## src/rtl/uart_spi_cmd_bridge.sv

```systemverilog
// rtl/uart_spi_cmd_bridge.sv - framed UART command decoder driving one SPI transfer per frame
// Purpose: parses HEADER,ADDR,DATA,CSUM frames from uart_rx. A good frame runs one
//   SPI transfer (upper=ADDR, lower=DATA). Every complete frame is answered over
//   uart_tx with a status byte followed by a data byte.
// Optional feature: define UART_CMD_TIMEOUT_EN to build the inter-byte and
//   SPI-wait timeout counter (TIMEOUT_CLKS clocks).
// Ports:
//   i_clock, i_reset_n                       clock, synchronous active-low reset
//   i_rx_dv, i_rx_byte                       received byte strobe and value
//   o_spi_start, o_spi_upper, o_spi_lower    SPI transfer request and Tx bytes
//   i_spi_busy, i_spi_done, i_spi_rx_byte    SPI status and read-back byte
//   o_tx_dv, o_tx_byte                       uart_tx byte request and byte
//   i_tx_active, i_tx_done                   uart_tx status
//   o_frame_err                              pulse on checksum error or timeout
//   o_busy                                   high whenever the bridge is not idle
module uart_spi_cmd_bridge #(
  parameter logic [7:0] HEADER       = 8'hA5,
  parameter logic [7:0] ACK          = 8'h06,
  parameter logic [7:0] NAK          = 8'h15,
  parameter int         TIMEOUT_CLKS = 17360
) (
  input  logic       i_clock,
  input  logic       i_reset_n,
  input  logic       i_rx_dv,
  input  logic [7:0] i_rx_byte,
  output logic       o_spi_start,
  output logic [7:0] o_spi_upper,
  output logic [7:0] o_spi_lower,
  input  logic       i_spi_busy,
  input  logic       i_spi_done,
  input  logic [7:0] i_spi_rx_byte,
  output logic       o_tx_dv,
  output logic [7:0] o_tx_byte,
  input  logic       i_tx_active,
  input  logic       i_tx_done,
  output logic       o_frame_err,
  output logic       o_busy
);

  typedef enum logic [3:0] {
    S_IDLE, S_GET_ADDR, S_GET_DATA, S_GET_CSUM, S_SPI_START,
    S_SPI_WAIT, S_TX_STAT, S_TX_STAT_W, S_TX_DATA, S_TX_DATA_W
  } state_e;

  state_e     state_q;
  logic [7:0] status_q;
  logic [7:0] reply_q;
  logic       spi_start_q;
  logic [7:0] spi_upper_q;
  logic [7:0] spi_lower_q;
  logic       tx_dv_q;
  logic [7:0] tx_byte_q;
  logic       frame_err_q;
  logic       timeout_hit;

`ifdef UART_CMD_TIMEOUT_EN
  localparam int TW = $clog2(TIMEOUT_CLKS + 1);

  logic [TW-1:0] tmr_q;
  logic          in_get;
  logic          timed;

  assign in_get = (state_q == S_GET_ADDR) || (state_q == S_GET_DATA) || (state_q == S_GET_CSUM);
  assign timed  = in_get || (state_q == S_SPI_WAIT);
  // Fires on the TIMEOUT_CLKS-th silent clock; the FSM checks the byte/done first,
  // so a byte arriving in the expiry cycle still wins.
  assign timeout_hit = timed && (tmr_q == TW'(TIMEOUT_CLKS - 1));

  // Cleared outside the timed states so each GET_*/SPI_WAIT stay starts from zero.
  always_ff @(posedge i_clock) begin
    if (!i_reset_n || !timed || (in_get && i_rx_dv)) begin
      tmr_q <= '0;
    end else if (tmr_q != TW'(TIMEOUT_CLKS - 1)) begin
      tmr_q <= tmr_q + 1'b1;
    end
  end
`else
  logic [31:0] unused_timeout_clks;

  assign unused_timeout_clks = TIMEOUT_CLKS;
  assign timeout_hit         = 1'b0;
`endif

  always_ff @(posedge i_clock) begin
    if (!i_reset_n) begin
      state_q     <= S_IDLE;
      status_q    <= '0;
      reply_q     <= '0;
      spi_start_q <= 1'b0;
      spi_upper_q <= '0;
      spi_lower_q <= '0;
      tx_dv_q     <= 1'b0;
      tx_byte_q   <= '0;
      frame_err_q <= 1'b0;
    end else begin
      spi_start_q <= 1'b0;
      tx_dv_q     <= 1'b0;
      frame_err_q <= 1'b0;
      case (state_q)
        S_IDLE: begin
          if (i_rx_dv && (i_rx_byte == HEADER)) state_q <= S_GET_ADDR;
        end
        S_GET_ADDR: begin
          if (i_rx_dv) begin
            spi_upper_q <= i_rx_byte;
            state_q     <= S_GET_DATA;
          end else if (timeout_hit) begin
            frame_err_q <= 1'b1;
            state_q     <= S_IDLE;
          end
        end
        S_GET_DATA: begin
          if (i_rx_dv) begin
            spi_lower_q <= i_rx_byte;
            state_q     <= S_GET_CSUM;
          end else if (timeout_hit) begin
            frame_err_q <= 1'b1;
            state_q     <= S_IDLE;
          end
        end
        S_GET_CSUM: begin
          if (i_rx_dv) begin
            if ((HEADER ^ spi_upper_q ^ spi_lower_q) == i_rx_byte) begin
              state_q <= S_SPI_START;
            end else begin
              frame_err_q <= 1'b1;
              status_q    <= NAK;
              reply_q     <= '0;
              state_q     <= S_TX_STAT;
            end
          end else if (timeout_hit) begin
            frame_err_q <= 1'b1;
            state_q     <= S_IDLE;
          end
        end
        S_SPI_START: begin
          if (!i_spi_busy) begin
            spi_start_q <= 1'b1;
            state_q     <= S_SPI_WAIT;
          end
        end
        S_SPI_WAIT: begin
          if (i_spi_done) begin
            status_q <= ACK;
            reply_q  <= i_spi_rx_byte;
            // Launch the status byte directly when uart_tx is free so the reply
            // starts one clock after spi done instead of two.
            if (!i_tx_active) begin
              tx_byte_q <= ACK;
              tx_dv_q   <= 1'b1;
              state_q   <= S_TX_STAT_W;
            end else begin
              state_q <= S_TX_STAT;
            end
          end else if (timeout_hit) begin
            frame_err_q <= 1'b1;
            status_q    <= NAK;
            reply_q     <= '0;
            state_q     <= S_TX_STAT;
          end
        end
        S_TX_STAT: begin
          if (!i_tx_active) begin
            tx_byte_q <= status_q;
            tx_dv_q   <= 1'b1;
            state_q   <= S_TX_STAT_W;
          end
        end
        S_TX_STAT_W: begin
          if (i_tx_done) state_q <= S_TX_DATA;
        end
        S_TX_DATA: begin
          if (!i_tx_active) begin
            tx_byte_q <= reply_q;
            tx_dv_q   <= 1'b1;
            state_q   <= S_TX_DATA_W;
          end
        end
        S_TX_DATA_W: begin
          if (i_tx_done) state_q <= S_IDLE;
        end
        default: state_q <= S_IDLE;
      endcase
    end
  end

  assign o_spi_start = spi_start_q;
  assign o_spi_upper = spi_upper_q;
  assign o_spi_lower = spi_lower_q;
  assign o_tx_dv     = tx_dv_q;
  assign o_tx_byte   = tx_byte_q;
  assign o_frame_err = frame_err_q;
  assign o_busy      = (state_q != S_IDLE);

endmodule

```

## config.mk

```make
export PLATFORM = sky130hd
export DESIGN_NAME = uart_spi_cmd_bridge
export DESIGN_NICKNAME = d
export VERILOG_FILES = /design/src/rtl/uart_spi_cmd_bridge.sv
export SDC_FILE = /design/constraint.sdc
export NUM_CORES = 1
export LEC_CHECK = 0
export CAP_MARGIN = 20
export CORE_AREA = 10 10 69 93
export CTS_CLUSTER_DIAMETER = 200
export DETAILED_ROUTE_END_ITERATION = 16
export DIE_AREA = 0 0 79 103
export PLACE_DENSITY = 0.85
export SYNTH_ARGS = -nofsm -noshare
export SYNTH_HDL_FRONTEND = slang
export SYNTH_SLANG_ARGS = --single-unit
```

## constraint.sdc

```tcl
create_clock -name i_clock -period 1.72 [get_ports i_clock]
set_input_delay 0.344 -clock i_clock [delete_from_list [all_inputs] [get_ports i_clock]]
set_output_delay 0.344 -clock i_clock [all_outputs]
set_load 0.01 [all_outputs]
```

==> run metrics <==
Area Overhead vs Synth 49.8%; synthesized area per cell 9.42 um2; dpl cells ~350; vias in the first global route around 1900; ANT nets after route 0; Worst-path clk slew 0.08 ns; Remaining DRCs 0; drt via density 5.28; Overflow after GRT 0; post-layout minimum cycle time 1.73 ns; initial antenna violation count 0; Worst-Skew Late Latency ~0.30 ns; flop and latch count out of synthesis 42; final WL ~5.7 mm; Placed Instance Area 2780 um2; Final Worst Setup Slack -0.0128 ns; sequential fraction of design power 47.3%; max-slew violation count 0; largest buffer count on any clock path 2; Psw a little over 0.5 mW; I/O pin total between 50 and 60; Worst Path Required 1.90 ns; Cells after Synth 213; Die Height 103 um; Post-Layout Cell Count 360; most frequent cells in the layout clkdlybuf4s50_1 (38), dfxtp_1 (38), buf_4 (30), nor2_1 (26), a21oi_1 (18); Mapped Nets roughly 240; FP Rows 30; P per Cell Area between 600 and 700 nW/um2; Comb power frac between 10% and 20%; Post-DP HPWL between 4 and 5 mm; type of the worst setup path flop to flop; Final Cycle Share 101%; hold_sp i_spi_busy; post-synthesis simple-gate area fraction a little under a quarter; Die Span X around 80 um; Mapped Area roughly 2000 um2; Vias ~1900; Pre-antenna DRT Iters 4; Post-Synth Adder-Cell Area 0%; fin nets 318; worst hold path class input port to flop; Setup crit end kind flop; P_int about 1.6 mW; Max-Cap Viols 0; Slew HR between 70% and 80%; Synth async-reset ratio 0%; initial detailed-routing violation count 61; largest net degree at the start of global routing 21; total track usage between 10% and 20%; crit path max fanout 7; Post-Place Worst Slack -0.445 ns; FMAX slightly below 0.6 GHz; failing checks setup timing; synth unique cells 46; IO buf count 50; setup TNS -0.0128 ns; status finished with violations; Post-synth EDFFs 0; fillcell total 420; core area just under 5000 um2; Hold Path Sink o_spi_start$_SDFF_PN0_; total chip power 2.10 mW; sequential cell area fraction in the yosys report 41.9%; H-tree levels 2; die area 8140 um2; Leak ~1.3 nW; Synth Area in Compound Gates about an eighth; Ys Warns 0; first-pass GRT wire length around 8.9 mm; VDD IR max between 0.0004 and 0.0005 V; CTS tree yes; number of buffers created by CTS 5; Reg2Reg Launch Point state_q[1]$_SDFFE_PN0P_; R2R cell count 6; Net Sw Frac roughly a quarter; Final Hold Fails 0; antenna cells 0; CP max stage cell or4_4; largest family of logic cells by synthesized area simple AND/OR/NAND/NOR gates; clock root cell clkbuf_8; Tightest Pin Transition roughly 0.35 ns; CP cell instances or4_4, a41o_1, o2111ai_2, buf_4, mux2i_1, nor2_1; RSZ-0062 raised after global routing yes; Primary FF master, synth dfxtp_1; clock power share a little under two fifths; design area roughly 3000 um2; RePlAce Congestion around 0.87; CP Launch Type flop; XOR/XNOR Fraction of Synth Area under 10%; R2R setup slack -0.01 ns; Worst EP arrival 1.92 ns; Crit Reg-Reg Endpoint state_q[0]$_SDFFE_PN0P_; fraction of layout instances using a drive strength above 1 just over 20%; clk_skew between 0.005 and 0.006 ns; Final setup viols 1; routed len/inst roughly 16 um; hold path depth 2; CTS sink cnt between 40 and 50; delay of the slowest critical-path stage approximately 0.54 ns; mux share of post-synthesis cell area 8.48%; Initial Utilization a little over two fifths
[worst max-delay path: cells and delay by family, from the launching register on]
kind,cells,cell delay (ns)
simple gates,2,0.59
mux,1,0.18
buf+inv,1,0.17
compound gates,2,0.31
flops,1,0.37
[repair_timing]
action,in CTS,in global routing
gates resized for setup,32,7
cloned,0,1
setup buffers,3,1
pin swaps,9,6
hold buffers,0,0
setup endpoints to repair,16,22
[stage by stage]
step                      utilization [%]  hold WS (ns)
final                                62.6         0.368
after global routing                 62.6         0.383
after CTS                            61.6         0.368
after detailed placement             57.9         0.459
after global placement               57.9         0.440
after floorplan                         -         0.421
[Yosys cell counts, types with 3 or more instances]
master | instances | area, um2
inv_1 | 3 | 11.3
nand4_1 | 4 | 25.0
clkbuf_1 | 4 | 15.0
xnor3_1 | 4 | 90.1
buf_2 | 5 | 25.0
a31oi_1 | 4 | 25.0
dfxtp_1 | 42 | 841
nand3_1 | 14 | 70.1
nor2_1 | 26 | 97.6
o21ai_0 | 5 | 25.0
nand2_1 | 15 | 56.3
nand2b_1 | 5 | 31.3
mux2i_1 | 17 | 170
nor3_1 | 3 | 15.0
a21oi_1 | 19 | 95.1
nor2b_1 | 3 | 18.8
xor3_1 | 4 | 95.1
[cells by family (layout without fill, tap and decap cells)]
kind of cell	Yosys count	in the layout
xor+xnor	9	9
simple gates	87	87
flops	42	42
mux	17	17
buf+inv	16	98
compound gates	42	43
[layout make-up]
cell class | count | area, um2 | share of cell area (%)
Multi-Input combinational cell | 156 | 1150 | 38.2
Sequential cell | 42 | 853 | 28.4
Timing Repair Buffer | 86 | 796 | 26.5
Tap cell | 64 | 80.1 | 2.66
Clock buffer | 5 | 68.8 | 2.29
Clock inverter | 3 | 43.8 | 1.46
Inverter | 4 | 15.0 | 0.500
[power groups by stage]
stage | Combinational [mW] | Sequential, mW | Clock, mW
after floorplan | 0.133 | 1.02 | 0
after global placement | 0.293 | 1.02 | 0
after detailed placement | 0.297 | 1.02 | 0
after CTS | 0.300 | 0.992 | 0.805
after global routing | 0.325 | 0.994 | 0.847
final | 0.303 | 0.992 | 0.800
[layer usage]
| metal | track usage [%] | wire, um | vias up |
|---|---|---|---|
| met3 | 3.75 | 261 | 13 |
| met2 | 25.9 | 3160 | 50 |
| met5 | 0 | 0 | - |
| met4 | 5.26 | 139 | 0 |
| met1 | 13.2 | 2150 | 914 |
| li1 | - | - | 924 |
[sequential cells by signal, summed over array words and instances, names as in the netlist]
register / flops
o_spi_lower: 8
state_q: 4
o_tx_dv: 1
status_q: 3
o_tx_byte: 8
reply_q: 8
o_spi_upper: 8
o_spi_start: 1
o_frame_err: 1
[how the worst max path moves through the flow]
stage / start / end / slack [ns]
finish: state_q[1]$_SDFFE_PN0P_ / state_q[0]$_SDFFE_PN0P_ / -0.01
global route: state_q[1]$_SDFFE_PN0P_ / state_q[0]$_SDFFE_PN0P_ / -0.09
CTS: state_q[1]$_SDFFE_PN0P_ / state_q[0]$_SDFFE_PN0P_ / -0.02
detailed placement: i_spi_busy / state_q[0]$_SDFFE_PN0P_ / -0.44
global placement: i_spi_busy / state_q[0]$_SDFFE_PN0P_ / -0.39
floorplan: state_q[1]$_SDFFE_PN0P_ / state_q[0]$_SDFFE_PN0P_ / 0.03
Note: power is estimated with default switching activity, not from simulation.
